`config.mk`:
```
export PLATFORM = sky130hd
export DESIGN_NAME = hazard_ctrl
export DESIGN_NICKNAME = d
export VERILOG_FILES = /design/src/rtl/hazard_pkg.sv /design/src/rtl/hazard_ctrl_reg_scoreboard.sv /design/src/rtl/hazard_ctrl.sv
export SDC_FILE = /design/constraint.sdc
export NUM_CORES = 1
export LEC_CHECK = 0
export ABC_AREA = 0
export ABC_CLOCK_PERIOD_IN_PS = 3700
export CAP_MARGIN = 5
export CORE_MARGIN = 3
export CORE_UTILIZATION = 32
export DETAILED_ROUTE_END_ITERATION = 10
export MAX_ROUTING_LAYER = met4
export PLACE_DENSITY = 0.6
export SLEW_MARGIN = 20
export SYNTH_ARGS = -nofsm -noshare
export SYNTH_HDL_FRONTEND = slang
export SYNTH_SLANG_ARGS = --single-unit
```
`constraint.sdc`:
```
create_clock -name clk -period 3.7 [get_ports clk]
set_clock_uncertainty 0.2 [all_clocks]
set_input_delay 0.74 -clock clk [delete_from_list [all_inputs] [get_ports clk]]
set_output_delay 0.74 -clock clk [all_outputs]
set_load 0.05 [all_outputs]
```
`src/rtl/hazard_pkg.sv`:
```
// Shared types and helpers for the decode-stage hazard controller.
//   ctrl_state_t : FSM state encoding (RUN=0, FLUSH=1)
//   LAT_W        : scoreboard counter width for the default LAT_MAX of 4
//   clamp_lat    : maps a raw writeback latency into the range 1..lat_max
package hazard_pkg;

    typedef enum logic [1:0] {
        RUN   = 2'd0,
        FLUSH = 2'd1
    } ctrl_state_t;

    localparam int LAT_MAX_DEF = 4;
    localparam int LAT_W       = $clog2(LAT_MAX_DEF + 1);

    // A zero latency would never mark the register busy, so it is promoted to 1.
    function automatic int unsigned clamp_lat(input logic [2:0] lat,
                                              input int unsigned lat_max);
        int unsigned l;
        l = {29'd0, lat};
        if (l == 0) begin
            return 1;
        end else if (l > lat_max) begin
            return lat_max;
        end else begin
            return l;
        end
    endfunction

endpackage

```
`src/rtl/hazard_ctrl_reg_scoreboard.sv`:
```
// Per-register scoreboard of in-flight writebacks.
//   clk, rst   : clock and synchronous active-low reset
//   set_en     : load counter[set_idx] with set_lat this edge
//   set_idx    : destination register index
//   set_lat    : already-clamped latency (1..LAT_MAX)
//   busy_mask  : bit r high while counter[r] is nonzero; bit 0 always low
module reg_scoreboard
    import hazard_pkg::*;
#(
    parameter int NUM_REGS = 32,
    parameter int LAT_MAX  = 4
) (
    input  logic                          clk,
    input  logic                          rst,
    input  logic                          set_en,
    input  logic [$clog2(NUM_REGS)-1:0]   set_idx,
    input  logic [$clog2(LAT_MAX+1)-1:0]  set_lat,
    output logic [NUM_REGS-1:0]           busy_mask
);

    localparam int CW = $clog2(LAT_MAX + 1);
    localparam int IW = $clog2(NUM_REGS);

    logic [CW-1:0] cnt [NUM_REGS];

    // Issue of a register that is still counting is blocked by the WAW check,
    // so the load branch never competes with a live decrement.
    always_ff @(posedge clk) begin
        for (int r = 0; r < NUM_REGS; r++) begin
            if (!rst || r == 0) begin
                cnt[r] <= '0;
            end else if (set_en && set_idx == IW'(r)) begin
                cnt[r] <= set_lat;
            end else if (cnt[r] != '0) begin
                cnt[r] <= cnt[r] - 1'b1;
            end
        end
    end

    always_comb begin
        busy_mask = '0;
        for (int r = 1; r < NUM_REGS; r++) begin
            busy_mask[r] = (cnt[r] != '0);
        end
    end

endmodule

```
`src/rtl/hazard_ctrl.sv`:
```
// Decode-stage sequencing controller: RAW/WAW scoreboard stalls and
// fixed-length flush after an EX redirect.
//   clk, rst            : clock and synchronous active-low reset
//   id_*                : decoded instruction fields in ID
//   ex_redirect         : taken branch/jump resolved in EX
//   id_issue            : ID instruction moves to EX this edge
//   id_stall, if_stall  : hold ID, and hold PC plus IF/ID
//   flush_if_id/_id_ex  : squash IF/ID, bubble ID/EX
//   busy_mask           : registers with a pending writeback
//   ctrl_state          : registered FSM state
//   stall_cnt           : saturating count of stall cycles
//
// state | meaning
// ------+---------------------------------------------------------------
// RUN   | normal issue/stall decisions
// FLUSH | squashing the wrong path; lasts FLUSH_CYCLES, restarts on redirect
module hazard_ctrl
    import hazard_pkg::*;
#(
    parameter int NUM_REGS     = 32,
    parameter int LAT_MAX      = 4,
    parameter int FLUSH_CYCLES = 2
) (
    input  logic                clk,
    input  logic                rst,
    input  logic                id_valid,
    input  logic [4:0]          id_rs1_idx,
    input  logic [4:0]          id_rs2_idx,
    input  logic [4:0]          id_rd_idx,
    input  logic                id_uses_rs1,
    input  logic                id_uses_rs2,
    input  logic                id_writes_rd,
    input  logic [2:0]          id_wb_lat,
    input  logic                ex_redirect,
    output logic                id_issue,
    output logic                id_stall,
    output logic                if_stall,
    output logic                flush_if_id,
    output logic                flush_id_ex,
    output logic [NUM_REGS-1:0] busy_mask,
    output logic [1:0]          ctrl_state,
    output logic [31:0]         stall_cnt
);

    localparam int CW = $clog2(LAT_MAX + 1);
    localparam int FW = (FLUSH_CYCLES > 1) ? $clog2(FLUSH_CYCLES) : 1;

    ctrl_state_t   state_q, state_d;
    logic [FW-1:0] flush_cnt_q, flush_cnt_d;

    logic [NUM_REGS-1:0] busy_raw;
    logic                hz;
    logic                in_run;
    logic                issue_raw;
    logic                stall_raw;
    logic                flush_raw;
    logic                set_en;
    logic [CW-1:0]       set_lat;
    logic [31:0]         stall_cnt_q;

    always_ff @(posedge clk) begin
        if (!rst) begin
            state_q     <= RUN;
            flush_cnt_q <= '0;
        end else begin
            state_q     <= state_d;
            flush_cnt_q <= flush_cnt_d;
        end
    end

    always_comb begin
        state_d     = state_q;
        flush_cnt_d = flush_cnt_q;
        case (state_q)
            RUN: begin
                if (ex_redirect) begin
                    state_d     = FLUSH;
                    flush_cnt_d = FW'(FLUSH_CYCLES - 1);
                end
            end
            FLUSH: begin
                if (ex_redirect) begin
                    flush_cnt_d = FW'(FLUSH_CYCLES - 1);
                end else if (flush_cnt_q == '0) begin
                    state_d = RUN;
                end else begin
                    flush_cnt_d = flush_cnt_q - 1'b1;
                end
            end
            default: begin
                state_d     = RUN;
                flush_cnt_d = '0;
            end
        endcase
    end

    // The rd term is the WAW check; it also keeps scoreboard loads collision-free.
    always_comb begin
        hz = (id_uses_rs1  && id_rs1_idx != 5'd0 && busy_raw[id_rs1_idx]) ||
             (id_uses_rs2  && id_rs2_idx != 5'd0 && busy_raw[id_rs2_idx]) ||
             (id_writes_rd && id_rd_idx  != 5'd0 && busy_raw[id_rd_idx]);
    end

    assign in_run    = (state_q == RUN);
    assign issue_raw = in_run && id_valid && !hz && !ex_redirect;
    assign stall_raw = in_run && id_valid &&  hz && !ex_redirect;
    // Redirect reaches the flush outputs combinationally for a zero-cycle response.
    assign flush_raw = ex_redirect || (state_q == FLUSH);

    assign set_en  = issue_raw && id_writes_rd && (id_rd_idx != 5'd0);
    assign set_lat = CW'(clamp_lat(id_wb_lat, LAT_MAX));

    reg_scoreboard #(
        .NUM_REGS (NUM_REGS),
        .LAT_MAX  (LAT_MAX)
    ) u_scoreboard (
        .clk       (clk),
        .rst       (rst),
        .set_en    (set_en),
        .set_idx   (id_rd_idx),
        .set_lat   (set_lat),
        .busy_mask (busy_raw)
    );

    always_ff @(posedge clk) begin
        if (!rst) begin
            stall_cnt_q <= '0;
        end else if (stall_raw && stall_cnt_q != 32'hFFFF_FFFF) begin
            stall_cnt_q <= stall_cnt_q + 32'd1;
        end
    end

    // Everything reads as zero while reset is held, before and after the first edge.
    assign id_issue    = rst && issue_raw;
    assign id_stall    = rst && stall_raw;
    assign if_stall    = rst && stall_raw;
    assign flush_if_id = rst && flush_raw;
    assign flush_id_ex = rst && flush_raw;
    assign busy_mask   = rst ? busy_raw : '0;
    assign ctrl_state  = rst ? state_q : 2'd0;
    assign stall_cnt   = rst ? stall_cnt_q : 32'd0;

endmodule

```
## Word level (Yosys, flattened, before mapping)

Memories as Yosys holds them, arrays and structs flattened.
Cells that the tools add are included.

| storage, ports and cells | value |
|---|---|
| register bits after elaboration | 35 |
| memory bits (writable) | 96 |
| bits of input ports | 25 |
| output and inout port bits | 71 |
| logic and storage cells | 528 |
| memories kept | 1 |

| operators by class | value |
|---|---|
| add/subtract/negate cells | 33 |
| magnitude comparators | 4 |
| eq/ne operators | 36 |
| mux-type cells | 299 |
| bitwise logic cells | 62 |
| reduce and logical (&&, ||, !) cells | 90 |

Memory list:

| memory | words | width | read ports | clocked after Yosys merged registers in | write ports | RTL line | text |
|---|---|---|---|---|---|---|---|
| u_scoreboard.cnt | 32 | 3 | 31 | 0 | 32 | hazard_ctrl_reg_scoreboard.sv:24 | `logic [CW-1:0] cnt [NUM_REGS];` |

Operator list:

| operator | count |
|---|---|
| two-way mux 1 bit | 224 |
| two-way mux 3 bit | 64 |
| nonzero test 3 bit | 31 |
| subtractor 3 x 1 -> 3 bit (second input constant) | 31 |
| equality test 5 bit (second input constant) | 16 |
| two-way mux 32 bit | 2 |
| OR 1 bit | 62 |
| logical AND 1 bit | 48 |
| equality test 5 x 4 -> 1 bit (second input constant) | 8 |
| adder 32 x 1 -> 32 bit (second input constant) | 1 |
| inequality test 32 bit (second input constant) | 1 |
| equality test 5 x 3 -> 1 bit (second input constant) | 4 |
| less-than comparator 5 x 6 -> 1 bit (second input constant) | 3 |
| binary-select mux 1 bit (select 5 bit) | 3 |
| nonzero test 5 bit | 3 |
| equality test 5 x 2 -> 1 bit (second input constant) | 2 |
| two-way mux 2 bit | 4 |
| inequality test 2 bit (second input constant) | 3 |
| equality test 5 x 1 -> 1 bit (second input constant) | 1 |
| case mux 2 bit (2 select lines) | 1 |
| > comparator 3 bit (second input constant) | 1 |
| logical NOT 3 bit | 1 |
| logical OR 1 bit | 3 |
| AND reduction 3 bit | 1 |
| other kinds (5) | 6 |

## Longest topological paths before layout

Gate-level depths: netlist of the first run.
An unclocked memory read counts as a cell.

| depth | value |
|---|---|
| word-level depth | 18 |
| depth in mapped cells | 13 |
| depth with buffers taken out | 11 |

## Modules after synthesis

Synthesis of the first run repeated with hierarchy kept, for this count alone.

| unflattened totals | value |
|---|---|
| cells, all modules | 930 |
| area, all modules | 9416.5 um2 |

Modules (own cells, without submodules):

| module | times used | cells an instance | area each (um2) | seq. area each (um2) |
|---|---|---|---|---|
| reg_scoreboard | 1 | 568 | 6332.3 | 2792.7 |
| hazard_ctrl | 1 | 362 | 3084.2 | 680.7 |

## Worst setup path before layout of the first run

No wires, ideal clock.

| timing | value |
|---|---|
| path kind | input port to output port |
| from | input id_rs2_idx[2] |
| to | output if_stall |
| data arrival time | 3.114 ns |
| data required time | 2.760 ns |
| path slack | -0.354 ns |
| stages on the path | 7 |
| path buffers | 2 |
| path through | buf_2 mux4_2 mux2i_1 nand2_1 a211o_1 a31oi_1 buf_4 |

| on the way | value |
|---|---|
| word-level cells in the longest chain between the ends | 8 |
| elaborated cells on any way between the ends | 10 |
| classes of those cells | mux (2); reduce/logical (8) |

RTL lines:

| element | RTL line | text |
|---|---|---|
| start: declaration | hazard_ctrl.sv:28 | `input logic [4:0] id_rs2_idx,` |
| binary-select mux 1 bit (select 5 bit) or nonzero test 5 bit (tied branches) | hazard_ctrl.sv:100 | `(id_uses_rs2 && id_rs2_idx != 5'd0 && busy_raw[id_rs2_idx]) \|\|` |
| two-way mux 1 bit (not written as such) or logical AND 1 bit (tied branches) | hazard_ctrl.sv:100 |  |
| logical AND 1 bit (*) | hazard_ctrl.sv:100 |  |
| logical OR 1 bit (*) | hazard_ctrl.sv:99 | `hz = (id_uses_rs1 && id_rs1_idx != 5'd0 && busy_raw[id_rs1_idx]) \|\|` |
| logical OR 1 bit (*) | hazard_ctrl.sv:100 |  |
| logical AND 1 bit (*) (2 in a row) | hazard_ctrl.sv:106 | `assign stall_raw = in_run && id_valid && hz && !ex_redirect;` |
| logical AND 1 bit (*) | - |  |
| end: declaration | hazard_ctrl.sv:37 | `output logic if_stall,` |

Every way passes the cells marked *; elsewhere a longest branch is shown, timed or not. The select of a mux whose other input is x is not followed.

## Final worst setup path of the first run

| timing | value |
|---|---|
| from | input id_rd_idx[1] |
| to | output id_stall |

| on the way | value |
|---|---|
| word-level cells in the longest chain between the ends | 7 |
| elaborated cells on any way between the ends | 9 |
| classes of those cells | mux (2); reduce/logical (7) |

RTL lines:

| element | RTL line | text |
|---|---|---|
| start: declaration | hazard_ctrl.sv:29 | `input logic [4:0] id_rd_idx,` |
| binary-select mux 1 bit (select 5 bit) or nonzero test 5 bit (tied branches) | hazard_ctrl.sv:101 | `(id_writes_rd && id_rd_idx != 5'd0 && busy_raw[id_rd_idx]);` |
| two-way mux 1 bit (not written as such) or logical AND 1 bit (tied branches) | hazard_ctrl.sv:101 |  |
| logical AND 1 bit (*) | hazard_ctrl.sv:101 |  |
| logical OR 1 bit (*) | hazard_ctrl.sv:100 |  |
| logical AND 1 bit (*) (2 in a row) | hazard_ctrl.sv:106 |  |
| logical AND 1 bit (*) | hazard_ctrl.sv:135 | `assign id_stall = rst && stall_raw;` |
| end: declaration | hazard_ctrl.sv:36 | `output logic id_stall,` |

Marks and branches as above.

==> results of run 1 <==
-- flip-flops by register name, summed over array words and instances (netlist names) --
signal	flops
flush_cnt_q	1
u_scoreboard.cnt	93
stall_cnt_q	32
state_q	1
-- metal layers --
metal | share of wire, % | vias to the layer above | global-route usage, %
met2 | 46 | 219 | 26.35
met3 | 6.7 | 31 | 4.723
met4 | 2.2 | 0 | 4.842
li1 | - | 3382 | -
met5 | 0 | - | -
met1 | 45 | 3348 | 21.58
-- cell usage in the layout, fill, tap and decap left out, types with 14 or more instances in the layout --
cell             synthesis  layout
nand3_1                 26      24
o22ai_1                 46      45
and2_1                  32      32
nor2_1                  42      41
buf_4                    6      98
inv_1                  132     131
mux2_2                  17      16
nand2b_1                36      36
clkbuf_16                0      17
buf_12                   0      22
dfxtp_1                 34      34
o211ai_1                30      30
edfxtp_1                93      93
ha_2                     0      27
ha_1                    63      27
nand2_1                 33      33
mux4_2                  14      14
buf_6                    8      20
o32ai_1                 45      38
mux2i_1                 18      18
clkdlybuf4s50_1          0      48
-- cell type report --
class	count	area, µm²	area share (%)
tap	330	412.9	3.693
timing repair buffer	193	1918	17.16
clock buffer	18	429.2	3.838
sequential	127	3473	31.07
antenna	1	2.502	0.02238
clock inverter	14	157.7	1.410
inverter	133	499.2	4.465
multi-input combinational	520	4288	38.35
-- critical path, cell delays in order --
cell             delay (ns)
clkdlybuf4s50_1        0.57
buf_4                  0.26
nor2b_2                0.14
nand2b_1               0.10
a311oi_2               0.32
a32oi_2                0.11
buf_4                  0.17
a31oi_4                0.15
buf_6                  0.14
buf_12                 0.13
-- worst min path at each step --
stage                    startpoint               to  slack [ns]  cells past startpoint
detailed placement      flush_cnt_q      flush_cnt_q        0.28                      2
CTS                     flush_cnt_q      flush_cnt_q        0.30                      2
finish                  flush_cnt_q      flush_cnt_q        0.29                      2
global placement        flush_cnt_q      flush_cnt_q        0.27                      2
global route        stall_cnt_q[31]  stall_cnt_q[31]        0.33                      2
floorplan               flush_cnt_q      flush_cnt_q        0.26                      2
-- power by group through the flow --
stage | registers, mW | logic [mW] | clock network, mW
2_1_floorplan | 2.31 | 2.34 | 0
3_3_place_gp | 2.34 | 3.44 | 0
3_5_place_dp | 2.36 | 3.48 | 0
4_1_cts | 2.33 | 3.73 | 1.72
5_1_grt | 2.37 | 4.42 | 1.79
6_report | 2.33 | 4.03 | 1.69
-- per-stage QoR --
step	TNS [ns]	utilization (%)	total power, mW	cells	worst slack, ns
global route	-3.511	44.27	8.586	1336	-0.1607
CTS	-0.1962	43.22	7.778	1326	-0.07263
global placement	-40.38	39.84	5.784	1281	-0.4162
finish	-0.1741	44.27	8.040	1336	-0.07337
detailed placement	-45.13	39.84	5.838	1281	-0.4755
floorplan	-0.01603	-	4.648	832	-0.01603
-- logic make-up after synthesis --
family	count (synthesis)	synth area share (%)
simple gates	225	14.49
buf+inv	185	9.550
compound gates	173	15.11
flops	127	42.08
fa+ha+maj	63	9.550
mux	49	8.322
xor+xnor	8	0.8489
other cells	1	0.04543
-- repair_timing --
item	in CTS	in global routing
gates resized for setup	49	43
cloned	0	0
hold buffers	0	0
setup buffers	13	9
pin swaps	16	26
setup endpoints to repair	13	80
==> impl_metrics.ini, run 1 <==
[status]
status = complete, but fails checks
violations = negative setup slack

[worst_setup_path]
path_class = in2out
endpoint = id_stall
critPathCaptureType = output pin
timing.reg2reg.setup_slack_ns = 0.05
cp_max_fo = 9
reg2regPathDepth = 13
crit_start = id_rd_idx[1]
rr_endpoint = u_scoreboard.cnt[0][14]
worstPathRequired_ns = 2.76
reg2reg_from = u_scoreboard.cnt[0][3]
start_kind = primary input
critPathArrivalTime_ns = 2.83

[sta]
drv_slew = 0
hold_viol = 0
max_freq_mhz = 265.0
tightest_slew_ns = 0.5340
min_period_over_period_pct = 102.0
setup_viol = 3
grt_setup_unrepaired = yes
worst_slack_ns = -0.07337
final.min_clock_period_ns = 3.773
whs_ns = 0.2921
slew_headroom_pct = 64.29

[pwr]
clkPwrFrac_pct = 21.0
p_int_mw = 5.082
leakage_nw = 4.450
pwr-share-seq_pct = 28.9
switching_share_pct = 36.80
p_comb_share_pct = 50.1
powerDensity_mw_per_mm2 = 719.1
ir_drop_mv = 0.4389
p_sw_mw = 2.958

[synth]
ys_seq_area_share_pct = 42.08
synth_most_common_cell = inv_1
postSynthCellCount = 831
syn_area_mm2 = 0.008254
synth_edf_count = 93
synth_common_cells = 132 x inv_1, 93 x edfxtp_1, 63 x ha_1, 46 x o22ai_1, 45 x o32ai_1
synth_seq_cells = 127
syn_avg_cell_area_um2 = 9.933
yosys_warnings = 0
async_flop_share_pct = 0
yosysTopAreaCell = edfxtp_1
ys_top_cells_by_area = edfxtp_1 34%, ha_1 9.5%, dfxtp_1 8.2%, inv_1 6.0%, o32ai_1 4.8%
synth.top_cell.area_share_pct = 33.83
synth_ff_type = edfxtp_1
ys_types = 54

[die]
design.portCount = 96
die_w_um = 166.6
start_util_pct = 32.68
dieArea_mm2 = 0.02776
die_y_um = 166.6
core_area_mm2 = 0.02525
num_rows = 58

[place]
gp_congestion = 0.8864
hpwlAfterDp_um = 16770
port_buffers = 93
placed_area_mm2 = 0.01006

[cts]
clk_latency_ns = 0.42
cts-root-buf = clkbuf_16
cts_sinks = 127
ctsLongestPathBuffers = 2
cts_buffers = 17
cts_tree = yes
clkSlewWorstSetupHoldPaths_ns = 0.06
cts.htree.levels = 4

[global_route]
grt_usage_pct = 16.88
grt_pass1_wl_um = 36490
grt_max_degree = 37
grt_pass1_vias = 6904
gr-total-overflow = 0
antenna_found_initial = 1

[routing]
drc = 0
vias = 6980
via_per_inst = 5.225
wl_per_cell_um = 17.15
first_pass_iters = 5
totalWireLength_um = 22920
drt_iter0_drc = 491
ant_nets = 0

[hold_path]
min_path_type = reg2reg

[final_layout]
filler_cell_count = 2446
drive_gt1_share_pct = 26.17
syn2layout_area_growth_pct = 35.46
postLayoutCellArea_mm2 = 0.01118
nets = 1080

[run]
max_cap_violations = 0
Power figures use the tool's default switching activity.
==> inputs of run 2 (changes only) <==
- ABC_AREA: 0 -> not set
- SLEW_MARGIN: 20 -> not set
==> results of run 2 <==
No change in the layout: final DEF, timing and power equal those of run 1.
